--- config.mk ---
export PLATFORM = sky130hd
export DESIGN_NAME = car_sensor_conditioner
export DESIGN_NICKNAME = d
export VERILOG_FILES = /design/src/rtl/car_sensor_conditioner.sv
export SDC_FILE = /design/constraint.sdc
export NUM_CORES = 1
export LEC_CHECK = 0
export BUFFER_PORTS_ARGS = -buffer_cell sky130_fd_sc_hd__buf_2
export CORE_MARGIN = 2
export CORE_UTILIZATION = 59
export CTS_CLUSTER_DIAMETER = 50
export DETAILED_ROUTE_END_ITERATION = 16
export HOLD_SLACK_MARGIN = 0.05
export PLACE_DENSITY = 0.82
export SLEW_MARGIN = 20
export SYNTH_ARGS = -nofsm -noshare
export SYNTH_HDL_FRONTEND = slang
export SYNTH_SLANG_ARGS = --single-unit
--- constraint.sdc ---
create_clock -name clk -period 2.2 [get_ports clk]
set_input_delay 0.44 -clock clk [delete_from_list [all_inputs] [get_ports clk]]
set_output_delay 0.44 -clock clk [all_outputs]
set_load 0.005 [all_outputs]
--- src/rtl/car_sensor_conditioner.sv ---
// Country-road vehicle detector conditioner: sync, debounce, latch and hold the request x for sig_control.
// Optional build macro CAR_COUNT_EN adds the saturating car_count arrival counter port.
module car_sensor_conditioner #(
    parameter int unsigned DEBOUNCE_CYCLES = 4,
    parameter int unsigned GAP_CYCLES      = 3,
    parameter int unsigned MAX_EXT_CYCLES  = 20
) (
    input  logic       clk,
    input  logic       clear_n,
    input  logic       sensor_raw,
    input  logic [1:0] cntry,
    output logic       x
`ifdef CAR_COUNT_EN
    ,
    output logic [7:0] car_count
`endif
);

    localparam logic [1:0] GREEN    = 2'd2;
    localparam logic [7:0] DEB_LAST = 8'(DEBOUNCE_CYCLES - 1);
    localparam logic [7:0] GAP_LAST = 8'(GAP_CYCLES - 1);
    localparam logic [7:0] EXT_LAST = 8'(MAX_EXT_CYCLES - 1);

    typedef enum logic [2:0] {
        IDLE,
        QUALIFY,
        REQUEST,
        SERVED,
        HOLDOFF
    } state_t;

    state_t     state;
    logic [7:0] cnt;
    logic [7:0] gcnt;
    logic       sync_p0;
    logic       sync_p1;
    logic       s;
    logic       green;
    logic       qual_done;

    function automatic logic is_green(input logic [1:0] code);
        return code == GREEN;
    endfunction

    function automatic logic [7:0] sat_inc8(input logic [7:0] v);
        return (v == 8'hff) ? v : v + 8'd1;
    endfunction

    // Stage p0/p1: two-flop synchroniser for the asynchronous detector
    always_ff @(posedge clk or negedge clear_n) begin
        if (!clear_n) begin
            sync_p0 <= 1'b0;
            sync_p1 <= 1'b0;
        end else begin
            sync_p0 <= sensor_raw;
            sync_p1 <= sync_p0;
        end
    end

    assign s         = sync_p1;
    assign green     = is_green(cntry);
    assign qual_done = (cnt == DEB_LAST);

    always_ff @(posedge clk or negedge clear_n) begin
        if (!clear_n) begin
            state <= IDLE;
            cnt   <= 8'd0;
            gcnt  <= 8'd0;
            x     <= 1'b0;
        end else begin
            case (state)
                IDLE: begin
                    x <= 1'b0;
                    if (s) begin
                        state <= QUALIFY;
                        cnt   <= 8'd1;
                    end
                end
                QUALIFY: begin
                    if (!s) begin
                        state <= IDLE;
                        cnt   <= 8'd0;
                        x     <= 1'b0;
                    end else if (qual_done) begin
                        state <= REQUEST;
                        cnt   <= 8'd0;
                        x     <= 1'b1;
                    end else begin
                        cnt <= cnt + 8'd1;
                        x   <= 1'b0;
                    end
                end
                REQUEST: begin
                    // Request stays latched even after the vehicle leaves
                    x <= 1'b1;
                    if (green) begin
                        state <= SERVED;
                        cnt   <= 8'd0;
                        gcnt  <= 8'd0;
                    end
                end
                SERVED: begin
                    if (!green || (!s && gcnt == GAP_LAST)) begin
                        state <= IDLE;
                        cnt   <= 8'd0;
                        gcnt  <= 8'd0;
                        x     <= 1'b0;
                    end else if (cnt == EXT_LAST) begin
                        state <= HOLDOFF;
                        cnt   <= 8'd0;
                        gcnt  <= 8'd0;
                        x     <= 1'b0;
                    end else begin
                        cnt  <= cnt + 8'd1;
                        gcnt <= s ? 8'd0 : gcnt + 8'd1;
                        x    <= 1'b1;
                    end
                end
                HOLDOFF: begin
                    // Blocks a fresh request until the green phase ends
                    x <= 1'b0;
                    if (!green) begin
                        state <= IDLE;
                        cnt   <= 8'd0;
                    end
                end
                default: begin
                    state <= IDLE;
                    cnt   <= 8'd0;
                    gcnt  <= 8'd0;
                    x     <= 1'b0;
                end
            endcase
        end
    end

`ifdef CAR_COUNT_EN
    always_ff @(posedge clk or negedge clear_n) begin
        if (!clear_n) begin
            car_count <= 8'd0;
        end else if (state == QUALIFY && s && qual_done) begin
            car_count <= sat_inc8(car_count);
        end
    end
`endif

endmodule

# --- Word level (Yosys, flattened, before mapping) ---
# Index checks and enable logic that the tools add are counted.
word_totals:
  register_bits: 22
  in_bits: 5
op_classes:
  eq_ne: 13
  n_reduce_logical: 9
  n_addsub: 2
  n_bitwise: 1
  muxes: 25
op_table:
  columns: ["operator", "n"]
  rows:
  - ["$mux W8", 10]
  - ["$pmux W8 S5", 1]
  - ["$pmux W8 S3", 1]
  - ["$mux W3", 7]
  - ["$add A8 B1 Y8 const B", 2]
  - ["$eq A8 B2 Y1 const B", 2]
  - ["$pmux W3 S5", 1]
  - ["$eq A8 B5 Y1 const B", 1]
  - ["$eq A3 B2 Y1 const B", 2]
  - ["$ne A2 B2 Y1 const B", 3]
  - ["$ne A3 B3 Y1 const B", 2]
  - ["$reduce_and A5 Y1", 1]
  - ["$mux W1", 4]
  - ["$eq A3 B1 Y1 const B", 1]
  - ["$eq A3 B3 Y1 const B", 1]
  - ["$logic_not A3 Y1", 1]
  - ["$pmux W1 S3", 1]
  - ["$reduce_and A3 Y1", 1]
  - ["$reduce_or A3 Y1", 1]
  - ["$eq A2 B2 Y1 const B", 1]
  - ["$logic_not A1 Y1", 2]
  - ["$reduce_and A2 Y1", 1]
  - ["$logic_and A1 B1 Y1", 1]
  - ["$logic_or A1 B1 Y1", 1]
  - ["$not A1 Y1", 1]

# --- Longest topological paths before layout ---
depth:
  depth_word: 5
  ltp_mapped: 7

# --- Worst setup path after synthesis ---
# Ideal clock, no wire load.
synth_path:
  kind: "register -> register"
  startpoint: "register gcnt[0]"
  endpoint: "register gcnt[2]"
  arrival_time_ns: 1.572
  period_less_slack_ns: 1.654
  setup_ns: 0.082
  path_stages_with_launch: 8
  path_buffers: 1
  path_slack_ns: 0.546
  cell_sequence: "dfrtp_1 > inv_1 > ha_1 > nor4b_2 > a2111oi_2 > buf_4 > nand3b_1 > a31oi_1"
synth_between:
  elab_chain_cells: 5
synth_lines:
  columns: ["element", "line", "source"]
  rows:
  - ["start: declaration", "34", "logic [7:0] gcnt;"]
  - ["start signal: assignment", "115", "gcnt <= s ? 8'd0 : gcnt + 8'd1;"]
  - ["$add A8 B1 Y8 or $eq A8 B2 Y1 (tied branches)", "115, 103", null]
  - ["$mux W8 or $logic_and A1 B1 Y1 (tied branches)", "115, 103", null]
  - ["$mux W8 or $logic_or A1 B1 Y1 (tied branches)", "108, 103", null]
  - ["$mux W8 (*)", "103", "if (!green || (!s && gcnt == GAP_LAST)) begin"]
  - ["$pmux W8 S3 (*)", "71", "case (state)"]
# Every way passes the cells marked *; elsewhere a longest branch is shown, timed or not.
# A chain may end at the register's enable or synchronous reset.

# --- Worst setup path after layout ---
layout_path:
  startpoint: "register cnt[0]"
  endpoint: "register gcnt[7]"
layout_between:
  elab_chain_cells: 4
layout_lines:
  columns: ["element", "line", "source"]
  rows:
  - ["start: declaration", "33", "logic [7:0] cnt;"]
  - ["start signal: assignment", "89", "cnt <= cnt + 8'd1;"]
  - ["start signal: assignment", "114", "cnt <= cnt + 8'd1;"]
  - ["$eq A8 B5 Y1", "108", "end else if (cnt == EXT_LAST) begin"]
  - ["$mux W8", "108", null]
  - ["$mux W8", "103", null]
  - ["$pmux W8 S3", "71", null]
# No other way between the ends.

==> flow_metrics.py <==
metrics = {
    "status": {
        "status": "completed",
    },
    "drt": {
        "antenna_violating_nets_post_route": 0,
        "drt_iter0_markers": 43,
        "vias_per_cell": 6.486,
        "drcViolationCount": 0,
        "vias": 1122,
        "route.final.wire_length_um": 2561,
        "route.detailed.wl_per_inst_um": 14.80,
        "drt_pre_antenna_iters": 4,
    },
    "critical_path": {
        "timing.critical_path.from_type": "register",
        "required_ns": 2.39,
        "reg2reg_setup_slack_ns": 0.33,
        "slowest_library_cell_on_the_worst_path": "nand3_1",
        "critical_path.reg2reg.startpoint": "cnt[0]$_DFFE_PN0P_",
        "crit_arrival_ns": 2.06,
        "crit_chain": "ha_1 -> nor4b_4 -> nand3_1 -> nand2_1 -> o221ai_1",
        "timing.critical_path.buf_inv": 0,
        "timing.critical_path.fanout_max": 13,
        "worst_path_dominant_cell_family": "simple AND/OR/NAND/NOR gates",
        "crit_start": "cnt[0]$_DFFE_PN0P_",
        "worstRegToRegCells": 5,
        "slowest_delay_ns": 0.41,
        "worstReg2RegEnd": "gcnt[7]$_DFFE_PN0P_",
        "criticalPathCategory": "reg2reg",
        "element_type_at_the_critical_path_end": "register",
    },
    "timing": {
        "slew_headroom_pct": 64.74,
        "timing.final.ws_setup_ns": 0.3311,
        "timing.final.setup_violations": 0,
        "timing.fmax_mhz": 535.1,
        "crit_share_post_route_pct": 84.95,
        "worst_slew_pin_slew_ns": 0.5272,
        "grt_setup_unrepaired": "no",
        "min_period_ns": 1.869,
        "final-hold-violation-count": 0,
        "clock-skew-final_ns": 0.004492,
        "count_of_final_max_slew_check_failures": 0,
        "setup_tns_ns": 0,
    },
    "global_routing": {
        "grt_first_pass_wirelength_um": 4581,
        "globalRouteOverflowTotal": 0,
        "grt_antenna_before_repair": 0,
        "global_route.usage.met1_pct": 31.84,
        "via_count_of_the_first_global_routing_pass": 1059,
        "grt_max_degree": 23,
        "grt.busiest_layer": "met2",
        "total_routing_usage_reported_by_global_routing_pct": 23.06,
        "grtUsageMet3_pct": 3.509,
        "global_route_met2_utilization_pct": 37.01,
    },
    "floorplanning": {
        "die-area_um2": 2609,
        "placeableCoreArea_um2": 2148,
        "starting_density_of_the_core_pct": 60.86,
        "boundaryPins": 6,
        "floorplan.rows": 17,
        "floorplan.die.height_um": 51.08,
        "die_w_um": 51.08,
    },
    "clock_network": {
        "path_clk_slew_ns": 0.13,
        "ctsResizeCount": 0,
        "cts-htree-levels": 1,
        "cts-hold-fix-buffers": 0,
        "cts-buffers-inserted": 3,
        "post-cts-setup-buffer-count": 0,
        "cts.sinks": 22,
        "clock_latency_ns": 0.31,
        "cts_root_buf": "clkbuf_4",
        "cts_buffer_depth": 2,
        "clock_tree_from_tritoncts": "yes",
    },
    "logic_synthesis": {
        "synth-seq-area-share_pct": 42.11,
        "synth-warning-count": 0,
        "synthesis.nets": 146,
        "top_flip_flop_cell_by_instance_count_after_synthesis": "dfrtp_1",
        "post_synth_edffs": 0,
        "synth.cell_area_um2": 1308,
        "yosys_register_bits": 22,
        "post_synth_num_cell_types": 44,
        "postSynth.asyncResetShare_pct": 100.0,
        "postSynthCellCount": 138,
        "syn_area_per_cell_um2": 9.475,
    },
    "placed_design": {
        "placement.setup.worst_slack_ns": 0.3621,
        "hpwl_um": 1853,
        "place.port_buffers": 5,
        "place.gp.congestion": 0.8235,
    },
    "cells_and_area": {
        "final_common_cell": "dfrtp_1",
        "synthToLayoutAreaGrowth_pct": 6.890,
        "antenna-diode-count": 0,
        "total_area_of_multi_input_combinational_cells_um2": 698.2,
        "post_route_cells_drive_above_1_share_pct": 15.86,
        "most-common-layout-cells": "dfrtp_1 (22), nand2_1 (18), nand3_1 (11)",
        "fillers": 185,
        "sequential_cell_area_um2": 550.5,
        "fin_nets": 154,
    },
    "power_and_ir_drop": {
        "maximum_vdd_drop_mv": 0.5746,
        "leakage_nw": 0.5498,
        "power.density_nw_per_um2": 758.6,
    },
    "worst_hold_path": {
        "hold_path_class": "in2async",
    },
    "run": {
        "drv_cap": 0,
    },
}
routing by layer:
metal  share of wire, %  wire [µm]
met5                  0          0
met1                 46       1172
met2                 48       1230
met4                1.5         38
met3                4.7        120
cells by family after synthesis:
group	Yosys count	synth area share, %
and+or+nand+nor	60	26.03
AOI/OAI and AO/OA	39	24.50
DFF	22	42.11
buffers and inverters	14	4.498
adders and majority gates	3	2.871
synthesized netlist by cell type (2+ instances only):
cell / instances / area [µm²]
nor2b_1: 2 / 12.51
a31oi_1: 6 / 37.54
or3_1: 2 / 12.51
inv_1: 10 / 37.54
a32o_1: 3 / 30.03
or2_2: 3 / 18.77
nor2_1: 7 / 26.28
nand3_1: 11 / 55.05
o221ai_1: 5 / 43.79
dfrtp_1: 22 / 550.5
a21oi_1: 2 / 10.01
nand2_1: 18 / 67.56
o2111ai_1: 2 / 17.52
ha_1: 3 / 37.54
nor3_1: 4 / 20.02
o211ai_1: 4 / 30.03
o21ai_0: 5 / 25.02
nor4_1: 2 / 12.51
buf_2: 2 / 10.01
worst reg2reg max path, stage by stage (launching register included):
cell and delay (ns):
dfrtp_1 0.40, ha_1 0.23, nor4b_4 0.31, nand3_1 0.41, nand2_1 0.26, o221ai_1 0.14
how the worst max path moves through the flow:
stage,cells after the start,slack [ns],to
3_3_place_gp,6,0.38,state[2]$_DFFE_PN0P_
2_1_floorplan,7,0.55,gcnt[2]$_DFFE_PN0P_
4_1_cts,6,0.34,state[2]$_DFFE_PN0P_
3_5_place_dp,6,0.36,state[2]$_DFFE_PN0P_
5_1_grt,5,0.16,gcnt[7]$_DFFE_PN0P_
6_report,5,0.33,gcnt[7]$_DFFE_PN0P_
cell type report:
type	instances	area share, %
well taps	28	2.507
clock buffers	4	2.596
repair buffers	7	2.865
flip-flops and latches	22	39.39
inverters	10	2.686
multi-input cells	102	49.96
sequential cells by signal, indices dropped and copies added, names as in the netlist:
name	flops
state	3
sync_p0	1
s	1
cnt	8
x	1
gcnt	8
where the power goes:
group	internal [mW]	switching [mW]
Clock	0.101	0.127
Combinational	0.119	0.202
Sequential	0.455	0.0556
stage by stage:
stage	cells	power, mW	instance area (µm²)	utilization, %	hold WS (ns)
final	173	1.060	1398	65.06	0.06477
after global routing	173	1.131	1398	65.06	0.1094
after CTS	173	1.070	1398	65.06	0.08756
after detailed placement	169	0.8398	1361	63.37	0.3405
after global placement	169	0.8254	1361	63.37	0.3346
after floorplan	138	0.7526	1308	-	0.1444
Note: power is estimated with default switching activity, not from simulation.
